`src/rtl/ps2_rx_fifo.sv`:
```
// PS/2 keyboard receiver: synchronizes the raw line, checks each 11-bit frame
// and buffers accepted scan-code bytes in a first-word-fall-through FIFO.
module ps2_rx_fifo #(
    parameter int unsigned FIFO_DEPTH = 8,
    parameter int unsigned TIMEOUT    = 50000
) (
    input  logic       clk,
    input  logic       rst,
    input  logic       ps2_clk,
    input  logic       ps2_data,
    input  logic       nextdata,
    output logic [7:0] data,
    output logic       ready,
    output logic       overflow,
    output logic       frame_err
);
    localparam int unsigned AW = $clog2(FIFO_DEPTH);
    localparam int unsigned TW = $clog2(TIMEOUT + 1);

    logic [2:0]    clk_sync_q;
    logic [2:0]    data_sync_q;
    // Holds the ten most recent bits; the arriving bit completes the 11-bit frame.
    logic [9:0]    frame_q;
    logic [3:0]    bit_cnt_q;
    logic [TW-1:0] timer_q;
    logic [AW:0]   wr_ptr_q;
    logic [AW:0]   rd_ptr_q;
    logic [7:0]    mem_q [FIFO_DEPTH];
    logic          overflow_q;
    logic          frame_err_q;

    logic          fall;
    logic [10:0]   frame_next;
    logic          frame_done;
    logic          frame_ok;
    logic          timed_out;
    logic          empty;
    logic          full;
    logic          pop;
    logic          push;
    logic          write;

    always_comb begin
        fall       = clk_sync_q[2] & ~clk_sync_q[1];
        frame_next = {data_sync_q[2], frame_q};
        frame_done = fall && (bit_cnt_q == 4'd10);
        // Start low, stop high, odd parity over data plus parity bit.
        frame_ok   = ~frame_next[0] & frame_next[10] & (^frame_next[9:1]);
        timed_out  = (bit_cnt_q != 4'd0) && !fall && (timer_q == TW'(TIMEOUT - 1));
        empty      = (wr_ptr_q == rd_ptr_q);
        full       = (wr_ptr_q[AW] != rd_ptr_q[AW]) &&
                     (wr_ptr_q[AW-1:0] == rd_ptr_q[AW-1:0]);
        pop        = nextdata & ~empty;
        push       = frame_done & frame_ok;
        // A same-cycle pop frees the slot, so a full FIFO still accepts the byte.
        write      = push & (~full | pop);
    end

    always_ff @(posedge clk or negedge rst) begin
        if (!rst) begin
            clk_sync_q  <= 3'b111;
            data_sync_q <= 3'b111;
            frame_q     <= '0;
            bit_cnt_q   <= '0;
            timer_q     <= '0;
            wr_ptr_q    <= '0;
            rd_ptr_q    <= '0;
            overflow_q  <= 1'b0;
            frame_err_q <= 1'b0;
        end else begin
            clk_sync_q  <= {clk_sync_q[1:0], ps2_clk};
            data_sync_q <= {data_sync_q[1:0], ps2_data};
            frame_err_q <= frame_done & ~frame_ok;

            if (fall) begin
                frame_q   <= frame_next[10:1];
                timer_q   <= '0;
                bit_cnt_q <= frame_done ? 4'd0 : bit_cnt_q + 4'd1;
            end else if (bit_cnt_q == 4'd0) begin
                timer_q <= '0;
            end else if (timed_out) begin
                bit_cnt_q <= 4'd0;
                timer_q   <= '0;
            end else begin
                timer_q <= timer_q + 1'b1;
            end

            if (write) begin
                wr_ptr_q <= wr_ptr_q + 1'b1;
            end
            if (pop) begin
                rd_ptr_q <= rd_ptr_q + 1'b1;
            end
            if (push && full && !pop) begin
                overflow_q <= 1'b1;
            end
        end
    end

    always_ff @(posedge clk) begin
        if (write) begin
            mem_q[wr_ptr_q[AW-1:0]] <= frame_next[8:1];
        end
    end

    assign ready     = ~empty;
    assign data      = ready ? mem_q[rd_ptr_q[AW-1:0]] : 8'h00;
    assign overflow  = overflow_q;
    assign frame_err = frame_err_q;

endmodule

```
`config.mk`:
```
export PLATFORM = sky130hd
export DESIGN_NAME = ps2_rx_fifo
export DESIGN_NICKNAME = d
export VERILOG_FILES = /design/src/rtl/ps2_rx_fifo.sv
export SDC_FILE = /design/constraint.sdc
export NUM_CORES = 1
export LEC_CHECK = 0
export BUFFER_PORTS_ARGS = -buffer_cell sky130_fd_sc_hd__buf_2
export CORE_ASPECT_RATIO = 2
export CORE_MARGIN = 3
export CORE_UTILIZATION = 45
export DETAILED_ROUTE_END_ITERATION = 8
export GPL_TIMING_DRIVEN = 0
export PLACE_DENSITY_LB_ADDON = 0.2
export SLEW_MARGIN = 20
export SYNTH_ARGS = -nofsm -noshare
export SYNTH_HDL_FRONTEND = slang
export SYNTH_SLANG_ARGS = --single-unit
```
`constraint.sdc`:
```
create_clock -name clk -period 3.26 [get_ports clk]
set_clock_uncertainty 0.15 [all_clocks]
set_input_delay 0.326 -clock clk [delete_from_list [all_inputs] [get_ports clk]]
set_output_delay 0.326 -clock clk [all_outputs]
set_load 0.05 [all_outputs]
```
==> run_results.csv, run 1 <==
group,metric,value,unit
logic_synthesis,synthTopCellsByCount,"64 x edfxtp_1, 40 x dfrtp_1, 38 x nand2_1, 29 x nor2_1, 17 x xnor2_1",
power_and_ir_drop,vdd_ir_drop_max,0.420,mV
logic_synthesis,ys_seq_elements,110,
drt,viasPerCell,5.18,
clock_tree,cts_root_buf,"clkbuf_16",
setup_path,crit_path_top_delay_cell,"and4b_1",
timing,max_freq,348,MHz
setup_path,cp_num_buf_inv,0,
place,gp_congestion,0.763,
setup_path,critPathCaptureType,"register",
logic_synthesis,yosysSeqAreaShare,65.9,%
power_and_ir_drop,power.leakage,2.08,nW
hold_path,hold_path_depth,3,
job,drv_cap,0,
place,port_buffers,15,
clock_tree,clock-sinks,110,
floorplanning,core,0.0101,sq mm
floorplanning,initial_core_util,46.0,%
global_route,grt_pass1_vias,2613,
setup_path,cpLargestDelayFamily,"simple AND/OR/NAND/NOR gates",
drt,ant_nets,0,
setup_path,critPathRequiredTime,3080,ps
floorplanning,num_rows,52,
timing,fin_setup_tns,0,ps
timing,maxSlewViolCount,0,
timing,worst-slew-pin-transition,873,ps
global_route,grt_usage,15.5,%
drt,wl,8.19,mm
timing,post-route-period-util,88.2,%
clock_tree,post-cts-setup-buffer-count,0,
clock_tree,cts_buffers,9,
timing,finalSetupViolCount,0,
hold_path,worstHoldPathType,"input pin to register",
layout,syn_to_final_growth,11.9,%
place,hpwl,5.81,mm
logic_synthesis,yosysTopAreaCell,"edfxtp_1",
layout,final_area,0.00523,sq mm
logic_synthesis,synthArstFlopShare,41.8,%
drt,wire_per_inst,17.1,microns
run_status,status,"finished, final reports clean",
layout,nNetsFinal,351,
logic_synthesis,synth.avg_cell_area,15.0,sq um
floorplanning,top_level_ports,16,
global_route,grt_max_degree,47,
floorplanning,dieWidth,78.1,microns
drt,firstDrtPassIters,4,
logic_synthesis,synth_warnings,0,
logic_synthesis,yosysUniqueCellTypes,46,
timing,maxSlewHeadroom,41.8,%
logic_synthesis,syn_nets,322,
power_and_ir_drop,cellPowerDensity,791,mW/mm^2
global_route,grt-ovfl-total,0,
setup_path,worstRegToRegCells,5,
timing,rsz0062_at_grt,"no",
logic_synthesis,syn-cell-area,0.00467,sq mm
layout,diodes,0,
logic_synthesis,synthTopCellsByArea,"edfxtp_1 41%, dfrtp_1 21%, mux4_2 7.7%",
logic_synthesis,synth_top_flop_cell,"edfxtp_1",
place,placed_area,0.00492,sq mm
setup_path,crit_type,"register to register",
drt,drt_iter0_markers,181,
clock_tree,clk_pin_slew_worst_paths,70,ps
logic_synthesis,postSynthCellCount,311,
clock_tree,ctsLongestPathBuffers,2,
setup_path,cp_data_arrival_time,2700,ps
floorplanning,fp.dieH,150,microns
drt,vias,2484,
setup_path,crit_chain,"xor2_1, xnor3_2, xnor2_4, nor3_4, and4b_1",
setup_path,cp.depth,5,
floorplanning,design.die.area,0.0117,sq mm
logic_synthesis,synth_top_area_share,41.1,%
logic_synthesis,synth.most_common_cell,"edfxtp_1",
clock_tree,worstSkewPairLatency,340,ps
clock_tree,cts_tree,"done",
layout,multi_input_area,0.00152,sq mm
logic_synthesis,synth-edff-count,64,
drt,drc,0,
power_and_ir_drop,power,0.00414,W
clock_tree,cts_max_level,3,
setup_path,cpPeakStageDelay,570,ps
layout,drive_above_1_share,20.0,%
setup_path,cp_max_fo,11,
setup_path,start_kind,"register",
global_route,grt_pass1_wl,13.5,mm
timing,final_hold_viol_count,0,
layout,nFillCells,913,
timing,period_minus_slack,2880,ps
layout,ff_latch_area,0.00308,sq mm
global_route,antenna_found_initial,0,
-- logic make-up (layout without fill, tap and decap cells) --
group | after synthesis | after routing | share of synthesized area (%)
compound gates | 8 | 8 | 1.55
xor+xnor | 32 | 32 | 6.72
fa+ha+maj | 6 | 6 | 1.61
buf+inv | 17 | 51 | 1.58
flops | 110 | 110 | 65.9
mux | 27 | 27 | 10.2
simple gates | 111 | 111 | 12.4
-- sequential cells by signal (all words and copies together), names as in the netlist --
| register | flops |
|---|---|
| frame_err | 1 |
| mem_q | 64 |
| overflow | 1 |
| rd_ptr_q | 4 |
| bit_cnt_q | 4 |
| timer_q | 16 |
| frame_q | 10 |
| data_sync_q | 3 |
| wr_ptr_q | 4 |
| clk_sync_q | 3 |
-- layout by cell type, fill, tap and decap left out, drive strengths merged, types with 2 or more instances in the layout --
| cell | count |
|---|---|
| dfstp | 6 |
| buf | 19 |
| inv | 4 |
| dlygate4sd3 | 3 |
| clkinv | 2 |
| nor2b | 3 |
| and4 | 2 |
| nand2 | 38 |
| clkbuf | 22 |
| mux4 | 16 |
| and4bb | 2 |
| nor4 | 2 |
| nand3 | 8 |
| and4b | 3 |
| dfrtp | 40 |
| nor2 | 29 |
| nor3b | 2 |
| xor2 | 13 |
| edfxtp | 64 |
| mux2i | 8 |
| xnor2 | 18 |
| nor3 | 5 |
| ha | 6 |
| nand4 | 3 |
| and3 | 8 |
| nand2b | 2 |
| mux2 | 3 |
-- final timing paths --
| path | startpoint | to | slack, ps |
|---|---|---|---|
| max reg2reg | frame_q[6] | mem_q[5][4] | 380 |
| max in group asynchronous | rst | frame_q[8] | 2180 |
| min in group asynchronous | rst | bit_cnt_q[0] | 380 |
| max | frame_q[6] | mem_q[5][4] | 380 |
| min reg2reg | data_sync_q[1] | data_sync_q[2] | 210 |
| min | nextdata | rd_ptr_q[2] | 170 |
-- routing by layer --
layer / wire [microns] / track usage [%]
met4: 164 / 7.01
met5: 0 / 0
met2: 4780 / 29.4
met3: 148 / 2.57
met1: 3090 / 16.3
-- layout make-up --
| cell class | instances | area share [%] |
|---|---|---|
| Timing Repair Buffer | 18 | 2.06 |
| Sequential cell | 110 | 58.9 |
| Tap cell | 135 | 3.23 |
| Inverter | 4 | 0.287 |
| Clock inverter | 3 | 0.407 |
| Buffer | 13 | 1.12 |
| Multi-Input combinational cell | 184 | 29.0 |
| Clock buffer | 13 | 4.98 |
-- what timing repair did --
item,CTS,global route
hold endpoints to repair,2,40
resized for setup,0,0
hold buffers,2,1
endpoints found under the setup margin,0,0
-- worst reg2reg max path, delay by kind of cell (launching register included) --
family	cells	cell delay [ps]
and+or+nand+nor	2	900
DFF	1	560
xor gates and xnor gates	3	890
-- metrics by stage --
stage          hold WS, ps  worst slack, ps  instances  util (%)
2_1_floorplan         -120              820        311         -
6_report               171              385        480      51.5
3_5_place_dp           201              348        461      48.4
4_1_cts               42.8              327        479      51.4
5_1_grt                171              211        480      51.5
3_3_place_gp           196              410        461      48.4
-- report_power, final --
part           switching [W]  leakage, nW  internal (W)  total (W)
registers           0.000122         1.18       0.00161    0.00173
clock network       0.000451        0.136      0.000561    0.00101
logic               0.000859        0.763      0.000534    0.00139
Power figures use the tool's default switching activity.
==> run 2: changes to the inputs <==
CORE_MARGIN = 8   (was 3)
==> run_results.csv, run 2 (synthesis results as in run 1) <==
group,metric,value,unit
job,drv_cap,0,
clock_tree,clk_pin_slew_worst_paths,70,ps
setup_path,critPathCaptureType,"register",
drt,viasPerCell,5.11,
power_and_ir_drop,cellPowerDensity,797,mW/mm^2
place,dp_cells,461,
drt,drt_iter0_markers,88,
layout,final_cells,480,
global_route,grt_usage,12.8,%
place,port_buffers,15,
setup_path,cpPeakStageDelay,570,ps
timing,timing.final.ws_setup,396,ps
floorplanning,initial_core_util,46.0,%
setup_path,crit_type,"register to register",
setup_path,cpLargestDelayFamily,"simple AND/OR/NAND/NOR gates",
clock_tree,clock-sinks,110,
drt,ant_nets,0,
global_route,grt_max_degree,47,
timing,max_freq,349,MHz
drt,vias,2455,
setup_path,crit_chain,"xor2_1, xnor3_2, xnor2_4, nor3_4, and4b_1",
layout,final_cell_mix,"64 x edfxtp_1, 40 x dfrtp_1, 38 x nand2_1",
floorplanning,core,0.0101,sq mm
setup_path,crit_path_top_delay_cell,"dfrtp_1",
floorplanning,top_level_ports,16,
setup_path,start_kind,"register",
layout,nFillCells,889,
timing,maxSlewViolCount,0,
timing,rsz0062_at_grt,"no",
setup_path,critPathRequiredTime,3090,ps
layout,nNetsFinal,351,
global_route,grt-ovfl-total,0,
timing,post-route-period-util,87.9,%
drt,drc,0,
place,pre_cts_slack,361,ps
floorplanning,dieWidth,88.1,microns
global_route,antenna_found_initial,0,
drt,wire_per_inst,17.2,microns
clock_tree,cts_buffers,9,
layout,drive_above_1_share,19.1,%
drt,firstDrtPassIters,4,
run_status,status,"finished, final reports clean",
clock_tree,cts_max_level,3,
floorplanning,fp.dieH,160,microns
setup_path,cp_max_fo,11,
place,gp_congestion,0.741,
hold_path,worstHoldPathType,"input pin to register",
power_and_ir_drop,power.leakage,2.08,nW
clock_tree,ctsLongestPathBuffers,2,
layout,final_common_cell,"edfxtp_1",
floorplanning,design.die.area,0.0141,sq mm
timing,maxSlewHeadroom,35.3,%
setup_path,cp_num_buf_inv,0,
timing,period_minus_slack,2860,ps
floorplanning,num_rows,52,
layout,diodes,0,
timing,final_hold_viol_count,0,
clock_tree,worstSkewPairLatency,340,ps
timing,finalSetupViolCount,0,
clock_tree,cts_root_buf,"clkbuf_16",
timing,hold_ws,178,ps
global_route,grt_pass1_wl,13.4,mm
timing,fin_setup_tns,0,ps
drt,wl,8.24,mm
clock_tree,cts_tree,"done",
global_route,grt_pass1_vias,2624,
place,hpwl,5.81,mm
power_and_ir_drop,vdd_ir_drop_max,0.406,mV
setup_path,cp_data_arrival_time,2690,ps
layout,largest_register_ffs,64,
timing,worst-slew-pin-transition,963,ps
layout,syn_to_final_growth,12.0,%
run 2: through the flow:
step / area [sq um] / total power (W) / utilization (%)
after floorplan: 4670 / 0.00286 / -
after global placement: 4920 / 0.00316 / 48.4
after detailed placement: 4920 / 0.00318 / 48.4
after CTS: 5220 / 0.00422 / 51.4
after global routing: 5230 / 0.00439 / 51.5
final: 5230 / 0.00417 / 51.5
run 2: timing repair:
action                    in CTS  in global routing
hold buffers                   2                  1
hold endpoints to repair       2                 40
resized for setup              0                  0
setup buffers                  0                  0
run 2: worst paths after layout:
| kind | from | depth (start not counted) | slack, ps | end |
|---|---|---|---|---|
| worst min register to register | clk_sync_q[0] | 0 | 210 | clk_sync_q[1] |
| worst max register to register | frame_q[6] | 5 | 400 | mem_q[3][6] |
| min in group asynchronous | rst | 2 | 380 | bit_cnt_q[0] |
| max in group asynchronous | rst | 2 | 2190 | frame_q[5] |
| worst max-delay path | frame_q[6] | 5 | 400 | mem_q[3][6] |
| worst min-delay path | nextdata | 3 | 180 | rd_ptr_q[2] |
run 2: power by group:
group / internal (W) / total (W) / leakage [nW] / switching (W)
sequential: 0.00161 / 0.00173 / 1.18 / 0.000123
clock: 0.000590 / 0.00104 / 0.136 / 0.000453
combinational: 0.000534 / 0.00139 / 0.763 / 0.000860
total: 0.00273 / 0.00417 / 2.08 / 0.00144
run 2: layer usage:
metal | vias to the layer above | part of all wire [%] | track usage [%]
met1 | 1238 | 36 | 12.8
met4 | 0 | 2.7 | 6.13
li1 | 1180 | - | -
met5 | - | 0 | 0
met3 | 12 | 2.1 | 2.16
met2 | 25 | 59 | 23.9
run 2: cell type report:
| type | count | area, sq um | area share [%] |
|---|---|---|---|
| sequential | 110 | 3080 | 58.9 |
| multi-input combinational | 184 | 1520 | 29.0 |
| clock buffer | 11 | 233 | 4.45 |
| tap | 135 | 169 | 3.23 |
| timing repair buffer | 18 | 108 | 2.06 |
| buffer | 13 | 58.8 | 1.12 |
| clock inverter | 5 | 50.0 | 0.957 |
| inverter | 4 | 15.0 | 0.287 |
run 2: worst reg2reg max path: stages, from the launching register on:
cell,delay [ps]
dfrtp_1,570
xor2_1,180
xnor3_2,490
xnor2_4,210
nor3_4,340
and4b_1,550
==> run 3: changes to the inputs <==
CTS_BUF_LIST = sky130_fd_sc_hd__clkbuf_4   (was unset)
==> run_results.csv, run 3 (synthesis results as in run 1) <==
group,metric,value,unit
clock_tree,cts_tree,"done",
timing,finalSetupViolCount,0,
place,pre_cts_slack,361,ps
setup_path,worstRegToRegCells,5,
clock_tree,cts_root_buf,"clkbuf_4",
timing,maxSlewHeadroom,36.1,%
layout,final_common_cell,"edfxtp_1",
drt,vias,2430,
clock_tree,clk_pin_slew_worst_paths,140,ps
drt,drc,0,
timing,final_hold_viol_count,0,
floorplanning,initial_core_util,46.0,%
setup_path,cpPeakStageDelay,520,ps
setup_path,r2r-end,"mem_q[3][4]",
power_and_ir_drop,power_frac_comb,36.9,%
clock_tree,cts_max_level,3,
setup_path,crit_path_frequent_cell,"buf_2",
layout,nNetsFinal,351,
power_and_ir_drop,p_int,0.00239,W
layout,final_cell_mix,"64 x edfxtp_1, 40 x dfrtp_1, 38 x nand2_1",
job,drv_cap,0,
layout,drive_above_1_share,19.7,%
place,port_buffers,15,
power_and_ir_drop,switching_power,0.00139,W
clock_tree,worstSkewPairLatency,450,ps
hold_path,min_to,"rd_ptr_q[2]",
global_route,antenna_found_initial,1,
floorplanning,dieWidth,88.1,microns
clock_tree,clock-sinks,110,
setup_path,critPathRequiredTime,2780,ps
drt,wire_per_inst,17.0,microns
setup_path,crit_path_top_delay_cell,"clkbuf_1",
setup_path,critPathCaptureType,"primary output",
floorplanning,fp.dieH,160,microns
clock_tree,ctsResizeCount,0,
power_and_ir_drop,power.leakage,2.02,nW
global_route,grt_max_degree,47,
floorplanning,num_rows,52,
timing,max_freq,339,MHz
power_and_ir_drop,cellPowerDensity,743,mW/mm^2
place,gp_congestion,0.741,
timing,maxSlewViolCount,0,
power_and_ir_drop,seqPwrFrac,45.8,%
timing,period_minus_slack,2950,ps
setup_path,crit_chain,"buf_2, clkbuf_1, mux4_2, mux2i_1, nor2_1, buf_2",
hold_path,worstHoldPathType,"input pin to register",
hold_path,hp-start,"nextdata",
global_route,grt_usage,12.8,%
timing,rsz0062_at_grt,"no",
drt,wl,8.17,mm
clock_tree,cts_buffers,9,
setup_path,cp_max_fo,10,
drt,ant_nets,0,
layout,final_cells,481,
floorplanning,top_level_ports,16,
timing,fin_setup_tns,0,ps
floorplanning,core,0.0101,sq mm
drt,firstDrtPassIters,4,
power_and_ir_drop,clkPwrFrac,17.3,%
drt,drt_iter0_markers,76,
power_and_ir_drop,vdd_ir_drop_max,0.346,mV
setup_path,cp_data_arrival_time,2470,ps
setup_path,timing.rr.start,"frame_q[6]",
clock_tree,post-cts-setup-buffer-count,0,
setup_path,crit_type,"register to primary output",
hold_path,hold_path_depth,3,
setup_path,r2r_slack,370,ps
timing,post-route-period-util,90.5,%
run_status,status,"finished, final reports clean",
clock_tree,ctsLongestPathBuffers,2,
timing,worst-slew-pin-transition,952,ps
place,dp_cells,461,
drt,viasPerCell,5.05,
floorplanning,design.die.area,0.0141,sq mm
place,hpwl,5.81,mm
layout,syn_to_final_growth,8.81,%
timing,timing.final.ws_setup,310,ps
global_route,grt_pass1_vias,2609,
setup_path,start_kind,"register",
global_route,grt_pass1_wl,13.3,mm
power_and_ir_drop,swShare,36.8,%
global_route,grt-ovfl-total,0,
layout,largest_register_ffs,64,
run 3: repair_timing:
item,4_1_cts,5_1_grt
hold endpoints to repair,42,0
hold buffers,3,0
setup endpoints to repair,0,0
run 3: through the flow:
| stage | power, W | instance area [sq um] | hold slack, ps | util [%] |
|---|---|---|---|---|
| floorplan | 0.00286 | 4670 | -120 | - |
| global placement | 0.00316 | 4920 | 196 | 48.4 |
| detailed placement | 0.00318 | 4920 | 197 | 48.4 |
| CTS | 0.00383 | 5080 | 25.5 | 50.0 |
| global route | 0.00399 | 5080 | 19.2 | 50.1 |
| finish | 0.00378 | 5080 | 53.8 | 50.1 |
run 3: how the worst max path moves through the flow:
| stage | slack, ps | from | endpoint |
|---|---|---|---|
| after floorplan | 820 | frame_q[3] | mem_q[3][0] |
| after global placement | 410 | frame_q[6] | mem_q[5][4] |
| after detailed placement | 360 | frame_q[6] | mem_q[5][6] |
| after CTS | 210 | rd_ptr_q[1] | data[4] |
| after global routing | 140 | rd_ptr_q[1] | data[4] |
| final | 310 | rd_ptr_q[1] | data[4] |
run 3: cell type report:
| cell class | count | area, sq um |
|---|---|---|
| diodes | 1 | 2.50 |
| plain buffers | 13 | 58.8 |
| clock buffers | 11 | 82.6 |
| clock inverters | 5 | 50.0 |
| fillers | 910 | 5070 |
| inverters | 4 | 15.0 |
| multi-input cells | 184 | 1520 |
| flip-flops and latches | 110 | 3080 |
| well taps | 135 | 169 |
| repair buffers | 18 | 108 |
run 3: routing by layer:
layer	track usage (%)	wire length, microns	vias up
li1	-	-	1180
met1	12.5	2950	1217
met2	24.3	4900	21
met3	2.47	166	12
met4	5.35	155	0
met5	0	0	-
run 3: critical path, delay by kind of cell (launching register included):
kind / cells / cell delay [ps]
buffers and inverters: 3 / 1020
AND/OR/NAND/NOR: 1 / 70
flip-flops: 1 / 370
multiplexers: 2 / 560
run 3: power groups by stage:
stage                     combinational, W  sequential, W  clock (W)
after floorplan                    0.00114        0.00172          0
after global placement             0.00140        0.00175          0
after detailed placement           0.00142        0.00176          0
after CTS                          0.00143        0.00173   0.000670
after global routing               0.00152        0.00175   0.000721
final                              0.00139        0.00173   0.000653
